===== src/rtl/fetch_ctrl_pkg.sv =====
// Shared CPU fetch-stage definitions: controller state encoding, next-PC
// select codes and the default reset/interrupt vectors.
package fetch_ctrl_pkg;

  typedef enum logic [1:0] {
    ST_FETCH,
    ST_DISCARD,
    ST_INT,
    ST_HALT
  } fetch_state_t;

  typedef enum logic [1:0] {
    NPC_HOLD,
    NPC_INC,
    NPC_LOAD
  } npc_sel_t;

  localparam logic [15:0] DEF_RESET_VEC = 16'h0000;
  localparam logic [15:0] DEF_INT_VEC   = 16'h0004;

endpackage


===== src/rtl/fetch_ctrl_next_pc_sel.sv =====
// Next-address selection for the pc register: hold, increment (16-bit wrap)
// or load of an explicit address through the register's load port.
module next_pc_sel
  import fetch_ctrl_pkg::*;
(
  input  logic [15:0] pc,
  input  npc_sel_t    sel,
  input  logic [15:0] load_addr,
  output logic [15:0] addr_in,
  output logic        pc_rst,
  output logic [15:0] pc_rst_addr
);

  always_comb begin
    addr_in     = pc;
    pc_rst      = 1'b0;
    pc_rst_addr = load_addr;
    case (sel)
      NPC_INC:  addr_in = pc + 16'd1;
      NPC_LOAD: pc_rst  = 1'b1;
      default:  ;
    endcase
  end

endmodule


===== src/rtl/fetch_ctrl.sv =====
// Instruction fetch controller: drives the external pc register, runs the
// instruction-memory handshake, and sequences branches, interrupts and halt.
module fetch_ctrl
  import fetch_ctrl_pkg::*;
#(
  parameter logic [15:0] RESET_VEC = DEF_RESET_VEC,
  parameter logic [15:0] INT_VEC   = DEF_INT_VEC
) (
  input  logic        Clk,
  input  logic        Rst,
  input  logic [15:0] PcIn,
  output logic [15:0] AddrIn,
  output logic        PcRst,
  output logic [15:0] PcRstAddr,
  output logic        MemReq,
  output logic [15:0] MemAddr,
  input  logic        MemAck,
  input  logic [15:0] MemData,
  output logic [15:0] InstrOut,
  output logic        InstrValid,
  input  logic        Stall,
  input  logic        BranchTaken,
  input  logic [15:0] BranchTarget,
  input  logic        Halt,
  input  logic        IntReq,
  input  logic        IntEn,
  output logic        IntAck,
  output logic [15:0] EpcOut
);

  fetch_state_t state, state_n;
  logic         pending;
  logic [15:0]  saved_tgt;
  logic         int_ok, halt_ok, fetch_done, save_tgt;
  npc_sel_t     sel;
  logic [15:0]  load_addr;

  assign MemAddr = PcIn;

  always_comb begin
    int_ok     = IntReq & IntEn & ~pending;
    halt_ok    = Halt & ~pending;
    MemReq     = 1'b0;
    state_n    = state;
    sel        = NPC_HOLD;
    load_addr  = RESET_VEC;
    fetch_done = 1'b0;
    save_tgt   = 1'b0;
    if (Rst) begin
      sel     = NPC_LOAD;
      state_n = ST_FETCH;
    end else begin
      case (state)
        ST_FETCH: begin
          // An outstanding request is never withdrawn; events only block new issue.
          MemReq = pending | ~(Stall | BranchTaken | int_ok | halt_ok);
          if (BranchTaken) begin
            if (pending & ~MemAck) begin
              save_tgt = 1'b1;
              state_n  = ST_DISCARD;
            end else begin
              sel       = NPC_LOAD;
              load_addr = BranchTarget;
            end
          end else if (int_ok) begin
            state_n = ST_INT;
          end else if (halt_ok) begin
            state_n = ST_HALT;
          end else if (MemReq & MemAck) begin
            sel        = NPC_INC;
            fetch_done = 1'b1;
          end
        end
        ST_DISCARD: begin
          MemReq   = 1'b1;
          save_tgt = BranchTaken;
          if (MemAck) begin
            sel       = NPC_LOAD;
            load_addr = BranchTaken ? BranchTarget : saved_tgt;
            state_n   = ST_FETCH;
          end
        end
        ST_INT: begin
          sel       = NPC_LOAD;
          load_addr = INT_VEC;
          state_n   = ST_FETCH;
        end
        ST_HALT: begin
          if (IntReq & IntEn) state_n = ST_INT;
        end
      endcase
    end
  end

  always_ff @(posedge Clk) begin
    if (Rst) begin
      state      <= ST_FETCH;
      pending    <= 1'b0;
      saved_tgt  <= '0;
      InstrOut   <= '0;
      InstrValid <= 1'b0;
      IntAck     <= 1'b0;
      EpcOut     <= '0;
    end else begin
      state      <= state_n;
      pending    <= MemReq & ~MemAck;
      InstrValid <= fetch_done;
      IntAck     <= (state == ST_INT);
      if (fetch_done)        InstrOut  <= MemData;
      if (state == ST_INT)   EpcOut    <= PcIn;
      if (save_tgt)          saved_tgt <= BranchTarget;
    end
  end

  next_pc_sel u_next_pc_sel (
    .pc          (PcIn),
    .sel         (sel),
    .load_addr   (load_addr),
    .addr_in     (AddrIn),
    .pc_rst      (PcRst),
    .pc_rst_addr (PcRstAddr)
  );

endmodule


===== config.mk =====
export PLATFORM = sky130hd
export DESIGN_NAME = fetch_ctrl
export DESIGN_NICKNAME = d
export VERILOG_FILES = /design/src/rtl/fetch_ctrl_pkg.sv /design/src/rtl/fetch_ctrl_next_pc_sel.sv /design/src/rtl/fetch_ctrl.sv
export SDC_FILE = /design/constraint.sdc
export NUM_CORES = 1
export LEC_CHECK = 0
export CAP_MARGIN = 10
export CORE_MARGIN = 5
export CORE_UTILIZATION = 36
export DETAILED_ROUTE_END_ITERATION = 10
export PLACE_DENSITY = 0.83
export SETUP_SLACK_MARGIN = 0.3
export SYNTH_ARGS = -nofsm -noshare
export SYNTH_HDL_FRONTEND = slang
export SYNTH_SLANG_ARGS = --single-unit

===== constraint.sdc =====
create_clock -name Clk -period 2.4 [get_ports Clk]
set_input_delay 0.72 -clock Clk [delete_from_list [all_inputs] [get_ports Clk]]
set_output_delay 0.72 -clock Clk [all_outputs]
set_load 0.02 [all_outputs]

==> results of run 1 <==
[layer usage]
metal / wire, um / share of wire [%] / vias up
met5: 0 / 0 / -
met4: 331 / 2.9 / 0
met3: 943 / 8.3 / 37
met2: 5970 / 52 / 146
met1: 4180 / 37 / 1596
li1: - / - / 1545
[worst reg2reg max path, delay by kind of cell (launching register included)]
family,cells,cell delay [ns]
DFF,1,0.38
AOI/OAI and AO/OA,1,0.58
and+or+nand+nor,3,0.45
buffers and inverters,2,0.31
[sequential cells by signal, summed over array words and instances (netlist names)]
signal and count:
pending 1, IntAck 1, EpcOut 16, state 2
InstrOut 16, InstrValid 1, saved_tgt 16
[timing repair]
action	in CTS	in global routing
pin swaps	53	17
setup endpoints to repair	56	41
buffers inserted	28	5
gates cloned	2	0
resized for setup	354	34
[cell type report]
cell class / instances / share of cell area, %
Multi-Input combinational cell: 257 / 35.3
Timing Repair Buffer: 227 / 41.0
Inverter: 4 / 0.360
Tap cell: 99 / 2.23
Clock inverter: 2 / 0.698
Clock buffer: 5 / 1.24
Sequential cell: 53 / 19.1
[cell families after synthesis]
family                     count (synthesis)  synth area share [%]
AOI/OAI and AO/OA                         61                  14.7
xor gates and xnor gates                  15                  4.82
adders and majority gates                  1                 0.459
buffers and inverters                     44                  9.65
DFF                                       53                  39.0
and+or+nand+nor                          180                  31.5
[cell usage after synthesis, types with 4 or more instances]
master / number
xnor2_1: 6
buf_4: 19
clkbuf_1: 9
nand4_1: 5
nand2_1: 108
nand2b_1: 4
nor2_1: 23
buf_2: 9
a22oi_1: 15
a21oi_1: 35
nand3b_1: 17
dfxtp_1: 53
xor2_1: 9
[metrics by stage]
step                std cells  worst slack, ns  power (W)  util (%)  hold WS (ns)
floorplan                 354           -0.122    0.00124         -         0.450
global placement          605            -1.19    0.00155      66.8         0.443
global route              647           -0.483    0.00234      76.2         0.480
finish                    647           -0.439    0.00226      76.2         0.457
detailed placement        605            -1.30    0.00156      66.8         0.445
CTS                       642           -0.452    0.00224      74.8         0.459
[worst max-delay path by stage]
stage	from	endpoint	slack, ns	depth (start not counted)
floorplan	IntEn	AddrIn[12]	-0.12	4
CTS	IntReq	AddrIn[13]	-0.45	8
finish	IntReq	AddrIn[9]	-0.44	9
detailed placement	IntEn	AddrIn[4]	-1.30	7
global placement	IntEn	AddrIn[14]	-1.19	7
global route	IntReq	AddrIn[9]	-0.48	9
[power by group through the flow]
stage          combinational (W)  clock (W)  sequential [W]
2_1_floorplan           0.000279          0        0.000960
3_3_place_gp            0.000604          0        0.000942
3_5_place_dp            0.000615          0        0.000943
4_1_cts                 0.000684   0.000631        0.000924
5_1_grt                 0.000746   0.000669        0.000930
6_report                0.000707   0.000625        0.000926
==> flow_summary.toml, run 1 <==
[final_layout]
fillers = 491
final_common_cell = "nand2_1"
final_cell_mix = "nand2_1, clkdlybuf4s50_1, buf_4"
design_area_um2 = 5560
fin_nets = 605
seq_area_um2 = 1060
drive_above_1_share_pct = 43.4
multi_input_area_um2 = 1960
syn_to_final_growth_pct = 104
diodes = 0

[setup_path]
r2r-start = "pending$_SDFF_PP0_"
crit_fanout = 4
cp.arrival_ns = 2.12
path_class = "in2out"
critPathTopFamily = "buffers and inverters"
crit_slowest_cell = "a211oi_4"
r2r_cells = 6
r2r_end = "saved_tgt[3]$_SDFFE_PP0P_"
reg2reg_slack_ns = 0.64
cpPeakStageDelay_ns = 0.23
critical_path_buf_inv_count = 5
setup.worst_path.end_class = "output pin"
crit_chain = "buf_8, a211oi_4, buf_6, o2111ai_4, buf_12, buf_12, nor3_4, xor2_2, buf_6"
critPathLaunchType = "input port"
worstPathRequired_ns = 1.68

[global_routing]
antenna_found_initial = 0
grt_use_met3_pct = 6.91
busiest_layer = "met2"
gr-usage-met1_pct = 24.9
grt_pass1_wl_um = 18000
grt_usage_pct = 23.0
grtUsageMet2_pct = 42.6
grt_max_degree = 57
grt.overflow.total = 0
grt_pass1_vias = 3579

[synthesis]
synth_top_area_share_pct = 39.0
synth_top_area_cell = "dfxtp_1"
ys_seq_area_share_pct = 39.0
yosys-top-cells-area = "dfxtp_1, nand2_1, a21oi_1, buf_4, nand3b_1"
synth_edf_count = 0
yosysWarnings = 0
synthArstFlopShare_pct = 0
ys_seq_elements = 53
synth_nets = 411
syn_area_per_cell_um2 = 7.69
netlist_instances = 354
ys.flop_type = "dfxtp_1"
synth.distinct_cells = 41
syn-cell-area_um2 = 2720

[clock_tree]
clk_transition_reported_paths_ns = 0.10
htree_levels = 2
cts_root_buf = "clkbuf_8"
cts_tree = "yes"
cts_made_buffers = 5
insertion_delay_ns = 0.31
clock-sinks = 53
ctsLongestPathBuffers = 2
postCtsHoldBufs = 0

[sta]
final_max_slew_viol_count = 0
fin_crit_ns = 2.84
worstMarginPinSlew_ns = 0.729
worst_slack_ns = -0.439
finClkSkew_ns = 0.00713
max_freq_mhz = 352
relSlewSlack_pct = 51.2
hold_violations = 0
fin_crit_sh_pct = 118
finalSetupViolCount = 34
fin_tns_setup_ns = -7.93
rsz0062_at_grt = "true"

[status]
outcome = "complete, but fails checks"
violations = "setup timing"

[power_and_ir_drop]
p_switching_w = 0.000678
ir_drop_mv = 0.272
sw_frac_of_total_pct = 30.0
combPwrFrac_pct = 31.3
power.internal_w = 0.00158
power_frac_clock_pct = 27.7
power_per_cell_area_nw_per_um2 = 407
p_leak_nw = 2.33
pwr-share-seq_pct = 41.0

[drt]
drt_iter0_drc = 136
drc_errors = 0
antenna_left = 0
vias_per_cell = 5.14
firstDrtPassIters = 4
vias = 3324
drt_wl_total_um = 11400
post_drt_wl_per_cell_um = 17.7

[hold_path]
hold_path_end = "InstrOut[7]$_SDFFE_PP0P_"
min-delay-start = "InstrOut[7]$_SDFFE_PP0P_"
holdPathStages = 2
hold_class = "reg2reg"

[placed_design]
port_buffers = 139
hpwl_um = 7730
placed_area_um2 = 4870
gp_congestion = 0.889

[floorplanning]
chipHeight_um = 97.0
die_w_um = 97.0
coreArea_um2 = 7290
io_pins = 140
fp.dieArea_um2 = 9410
num_rows = 31
start_util_pct = 37.4

[run]
drv_cap = 0
Power figures use the tool's default switching activity.
==> inputs of run 2 (changes only) <==
- PLACE_DENSITY: 0.83 -> 0.77
- TNS_END_PERCENT: default -> 20
==> flow_summary.toml, run 2 (synthesis results as in run 1) <==
[status]
outcome = "complete, but fails checks"
violations = "setup timing"

[global_routing]
grt.overflow.total = 0
grt_usage_pct = 19.1
grt_pass1_wl_um = 15100
grt_max_degree = 57
antenna_found_initial = 0
grt_pass1_vias = 3001

[drt]
vias = 3096
firstDrtPassIters = 4
drt_iter0_drc = 121
post_drt_wl_per_cell_um = 15.3
antenna_left = 0
vias_per_cell = 4.92
drt_wl_total_um = 9640
drc_errors = 0

[setup_path]
crit_chain = "buf_8, nor3b_4, buf_4, o211ai_4, buf_6, nor4_4, xor2_2, buf_6"
cpPeakStageDelay_ns = 0.31
critPathLaunchType = "input port"
worstPathRequired_ns = 1.68
crit_slowest_cell = "nor4_4"
setup.worst_path.end_class = "output pin"
path_class = "in2out"
cp.arrival_ns = 2.10
cp_common_cell = "buf_6"
crit_fanout = 5
critical_path_buf_inv_count = 4
critPathTopFamily = "buffers and inverters"

[floorplanning]
fp.dieArea_um2 = 9410
start_util_pct = 37.4
die_w_um = 97.0
num_rows = 31
coreArea_um2 = 7290
chipHeight_um = 97.0
io_pins = 140

[final_layout]
top_regs = "EpcOut x16, InstrOut x16, saved_tgt x16"
diodes = 0
drive_above_1_share_pct = 35.5
syn_to_final_growth_pct = 81.3
multi_input_area_um2 = 1740
seq_area_um2 = 1060
final_util_pct = 67.7
final_cell_mix = "nand2_1, buf_4, clkdlybuf4s50_1"
final_common_cell = "nand2_1"
fillers = 623
fin_nets = 586

[sta]
hold_violations = 0
max_freq_mhz = 354
final_max_slew_viol_count = 0
fin_crit_sh_pct = 118
finalSetupViolCount = 32
worst_slack_ns = -0.422
worstMarginPinSlew_ns = 0.727
relSlewSlack_pct = 51.4
rsz0062_at_grt = "true"
fin_crit_ns = 2.82
finClkSkew_ns = 0.00376

[clock_tree]
cts_tree = "yes"
cts_made_buffers = 5
clock-sinks = 53
insertion_delay_ns = 0.30
htree_levels = 2
ctsLongestPathBuffers = 2
cts_root_buf = "clkbuf_8"
clk_transition_reported_paths_ns = 0.10
postCtsHoldBufs = 0

[placed_design]
hpwl_um = 7100
port_buffers = 139
gp_congestion = 0.836

[power_and_ir_drop]
power_per_cell_area_nw_per_um2 = 407
power_w = 0.00201
ir_drop_mv = 0.247
p_leak_nw = 2.11

[run]
drv_cap = 0

[hold_path]
hold_class = "reg2reg"
## run 2: timing repair
action	in CTS	in global routing
endpoints found under the hold margin	0	0
gates resized for setup	289	39
pin swaps	20	19
setup endpoints to repair	63	38
setup buffers	11	11
## run 2: cell type report
class,instances,area share (%)
tap,99,2.51
timing repair buffer,208,38.7
sequential,53,21.5
clock buffer,6,1.47
inverter,4,0.355
clock inverter,2,0.304
multi-input combinational,257,35.2
## run 2: power by group
group	leakage [nW]	switching (W)	internal, W
sequential	0.430	0.0000162	0.000906
clock	0.0374	0.000300	0.000207
combinational	1.64	0.000291	0.000291
## run 2: final timing paths
check                                              from                   endpoint  slack [ns]  cells past startpoint
worst max-delay path                                Rst                 AddrIn[12]       -0.42                      8
worst min-delay path            EpcOut[11]$_SDFFE_PP0P_    EpcOut[11]$_SDFFE_PP0P_        0.46                      2
worst min register to register  EpcOut[11]$_SDFFE_PP0P_    EpcOut[11]$_SDFFE_PP0P_        0.46                      2
worst max register to register       pending$_SDFF_PP0_  saved_tgt[8]$_SDFFE_PP0P_        0.68                      6
## run 2: through the flow
step | setup TNS (ns) | setup WS [ns] | cells | hold WS [ns] | area, um^2
after global placement | -41.70 | -1.24 | 599 | 0.441 | 4620
after detailed placement | -42.80 | -1.37 | 599 | 0.448 | 4620
after floorplan | -2.19 | -0.122 | 354 | 0.450 | 2980
after global routing | -8.96 | -0.479 | 629 | 0.482 | 4940
after CTS | -7.37 | -0.441 | 618 | 0.462 | 4750
final | -7.08 | -0.422 | 629 | 0.462 | 4940
## run 2: worst register-to-register path, delay by kind of cell, from the launching register on
kind	cells	cell delay [ns]
compound gates	1	0.58
buf+inv	2	0.30
flops	1	0.37
simple gates	3	0.42
## run 2: per-layer routing
metal | part of all wire [%] | routed length, um | track usage, %
met3 | 4.1 | 396 | 3.17
met2 | 54 | 5220 | 35.1
met5 | 0 | 0 | 0
met1 | 40 | 3900 | 23.1
met4 | 1.3 | 123 | 4.00
==> inputs of run 3 (changes only) <==
- MAX_ROUTING_LAYER: default -> met4
==> flow_summary.toml, run 3 (synthesis results as in run 1) <==
[status]
outcome = "complete, but fails checks"
violations = "setup timing"

[power_and_ir_drop]
power_frac_clock_pct = 25.2
p_switching_w = 0.000608
combPwrFrac_pct = 28.9
power_per_cell_area_nw_per_um2 = 407
sw_frac_of_total_pct = 30.2
ir_drop_mv = 0.248
power.internal_w = 0.00140
pwr-share-seq_pct = 45.9
power_w = 0.00201
p_leak_nw = 2.11

[global_routing]
gr-usage-met1_pct = 23.1
grt_pass1_wl_um = 15100
grt_max_degree = 57
grt_use_met3_pct = 2.95
grt_pass1_vias = 3000
grt.overflow.total = 0
grtUsageMet2_pct = 35.2
busiest_layer = "met2"
grt_usage_pct = 19.6
antenna_found_initial = 0

[drt]
antenna_left = 0
drt_iter0_drc = 141
drt_wl_total_um = 9610
firstDrtPassIters = 4
post_drt_wl_per_cell_um = 15.3
vias_per_cell = 4.89
drc_errors = 0
vias = 3075

[clock_tree]
cts_made_buffers = 5
ctsLongestPathBuffers = 2
cts_root_buf = "clkbuf_8"
postCtsHoldBufs = 0
insertion_delay_ns = 0.30
htree_levels = 2
clk_transition_reported_paths_ns = 0.10
clock-sinks = 53
cts_tree = "yes"

[sta]
finClkSkew_ns = 0.00298
relSlewSlack_pct = 51.8
finalSetupViolCount = 32
worst_slack_ns = -0.434
max_freq_mhz = 353
rsz0062_at_grt = "true"
fin_crit_ns = 2.83
holdWs_ns = 0.460
fin_crit_sh_pct = 118
worstMarginPinSlew_ns = 0.721
hold_violations = 0
final_max_slew_viol_count = 0

[floorplanning]
fp.dieArea_um2 = 9410
chipHeight_um = 97.0
io_pins = 140
coreArea_um2 = 7290
start_util_pct = 37.4
num_rows = 31
die_w_um = 97.0

[final_layout]
stdcell_count = 629
final_cell_mix = "nand2_1, buf_4, clkdlybuf4s50_1"
final_common_cell = "nand2_1"
drive_above_1_share_pct = 35.5
diodes = 0
seq_area_um2 = 1060
design_area_um2 = 4940
multi_input_area_um2 = 1740
top_regs = "EpcOut x16, InstrOut x16, saved_tgt x16"
fillers = 623
syn_to_final_growth_pct = 81.3
fin_nets = 586

[placed_design]
port_buffers = 139
pre_cts_ws_ns = -1.37
dp_cells = 599
hpwl_um = 7100
placed_area_um2 = 4620
gp_congestion = 0.849

[hold_path]
hold_class = "reg2reg"
holdPathStages = 2
min-delay-start = "EpcOut[11]$_SDFFE_PP0P_"

[setup_path]
critPathLaunchType = "input port"
crit_fanout = 5
cp.arrival_ns = 2.11
r2r_cells = 6
setup.worst_path.end_class = "output pin"
r2r-start = "pending$_SDFF_PP0_"
path_class = "in2out"
startpoint = "Rst"
reg2reg_slack_ns = 0.68
worstPathRequired_ns = 1.68

[run]
drv_cap = 0
==> run 3: cell type report <==
type                            count  area share [%]
Timing Repair Buffer              208            38.7
Multi-Input combinational cell    257            35.2
Sequential cell                    53            21.5
Tap cell                           99            2.51
Clock buffer                        6            1.47
Inverter                            4           0.355
Clock inverter                      2           0.304
==> run 3: power groups by stage <==
stage / sequential [W] / combinational [W] / clock, W
final: 0.000922 / 0.000581 / 0.000507
after global placement: 0.000940 / 0.000551 / 0
after global routing: 0.000926 / 0.000619 / 0.000550
after floorplan: 0.000959 / 0.000241 / 0
after CTS: 0.000922 / 0.000553 / 0.000514
after detailed placement: 0.000942 / 0.000558 / 0
==> run 3: final timing paths <==
kind	end
max	AddrIn[12]
min	EpcOut[11]$_SDFFE_PP0P_
max reg2reg	saved_tgt[8]$_SDFFE_PP0P_
min reg2reg	EpcOut[11]$_SDFFE_PP0P_
==> run 3: critical path: stages <==
cell	delay, ns
buf_8	0.10
nor3b_4	0.24
buf_4	0.17
o211ai_4	0.12
buf_6	0.15
nor4_4	0.31
xor2_2	0.17
buf_6	0.14
==> run 3: what timing repair did <==
item	CTS	global route
endpoints found under the hold margin	0	0
setup buffers	11	11
resized for setup	289	39
pin swaps	20	19
setup endpoints to repair	63	38
==> run 3: layer usage <==
layer | part of all wire, % | vias to the layer above
li1 | - | 1507
met1 | 40 | 1470
met2 | 55 | 88
met3 | 4.4 | 10
met4 | 1.3 | 0
met5 | 0 | -
==> run 3: through the flow <==
| stage | TNS [ns] | util [%] |
|---|---|---|
| global route | -8.94 | 67.7 |
| detailed placement | -42.80 | 63.4 |
| global placement | -41.70 | 63.4 |
| floorplan | -2.19 | - |
| finish | -7.08 | 67.7 |
| CTS | -7.37 | 65.1 |
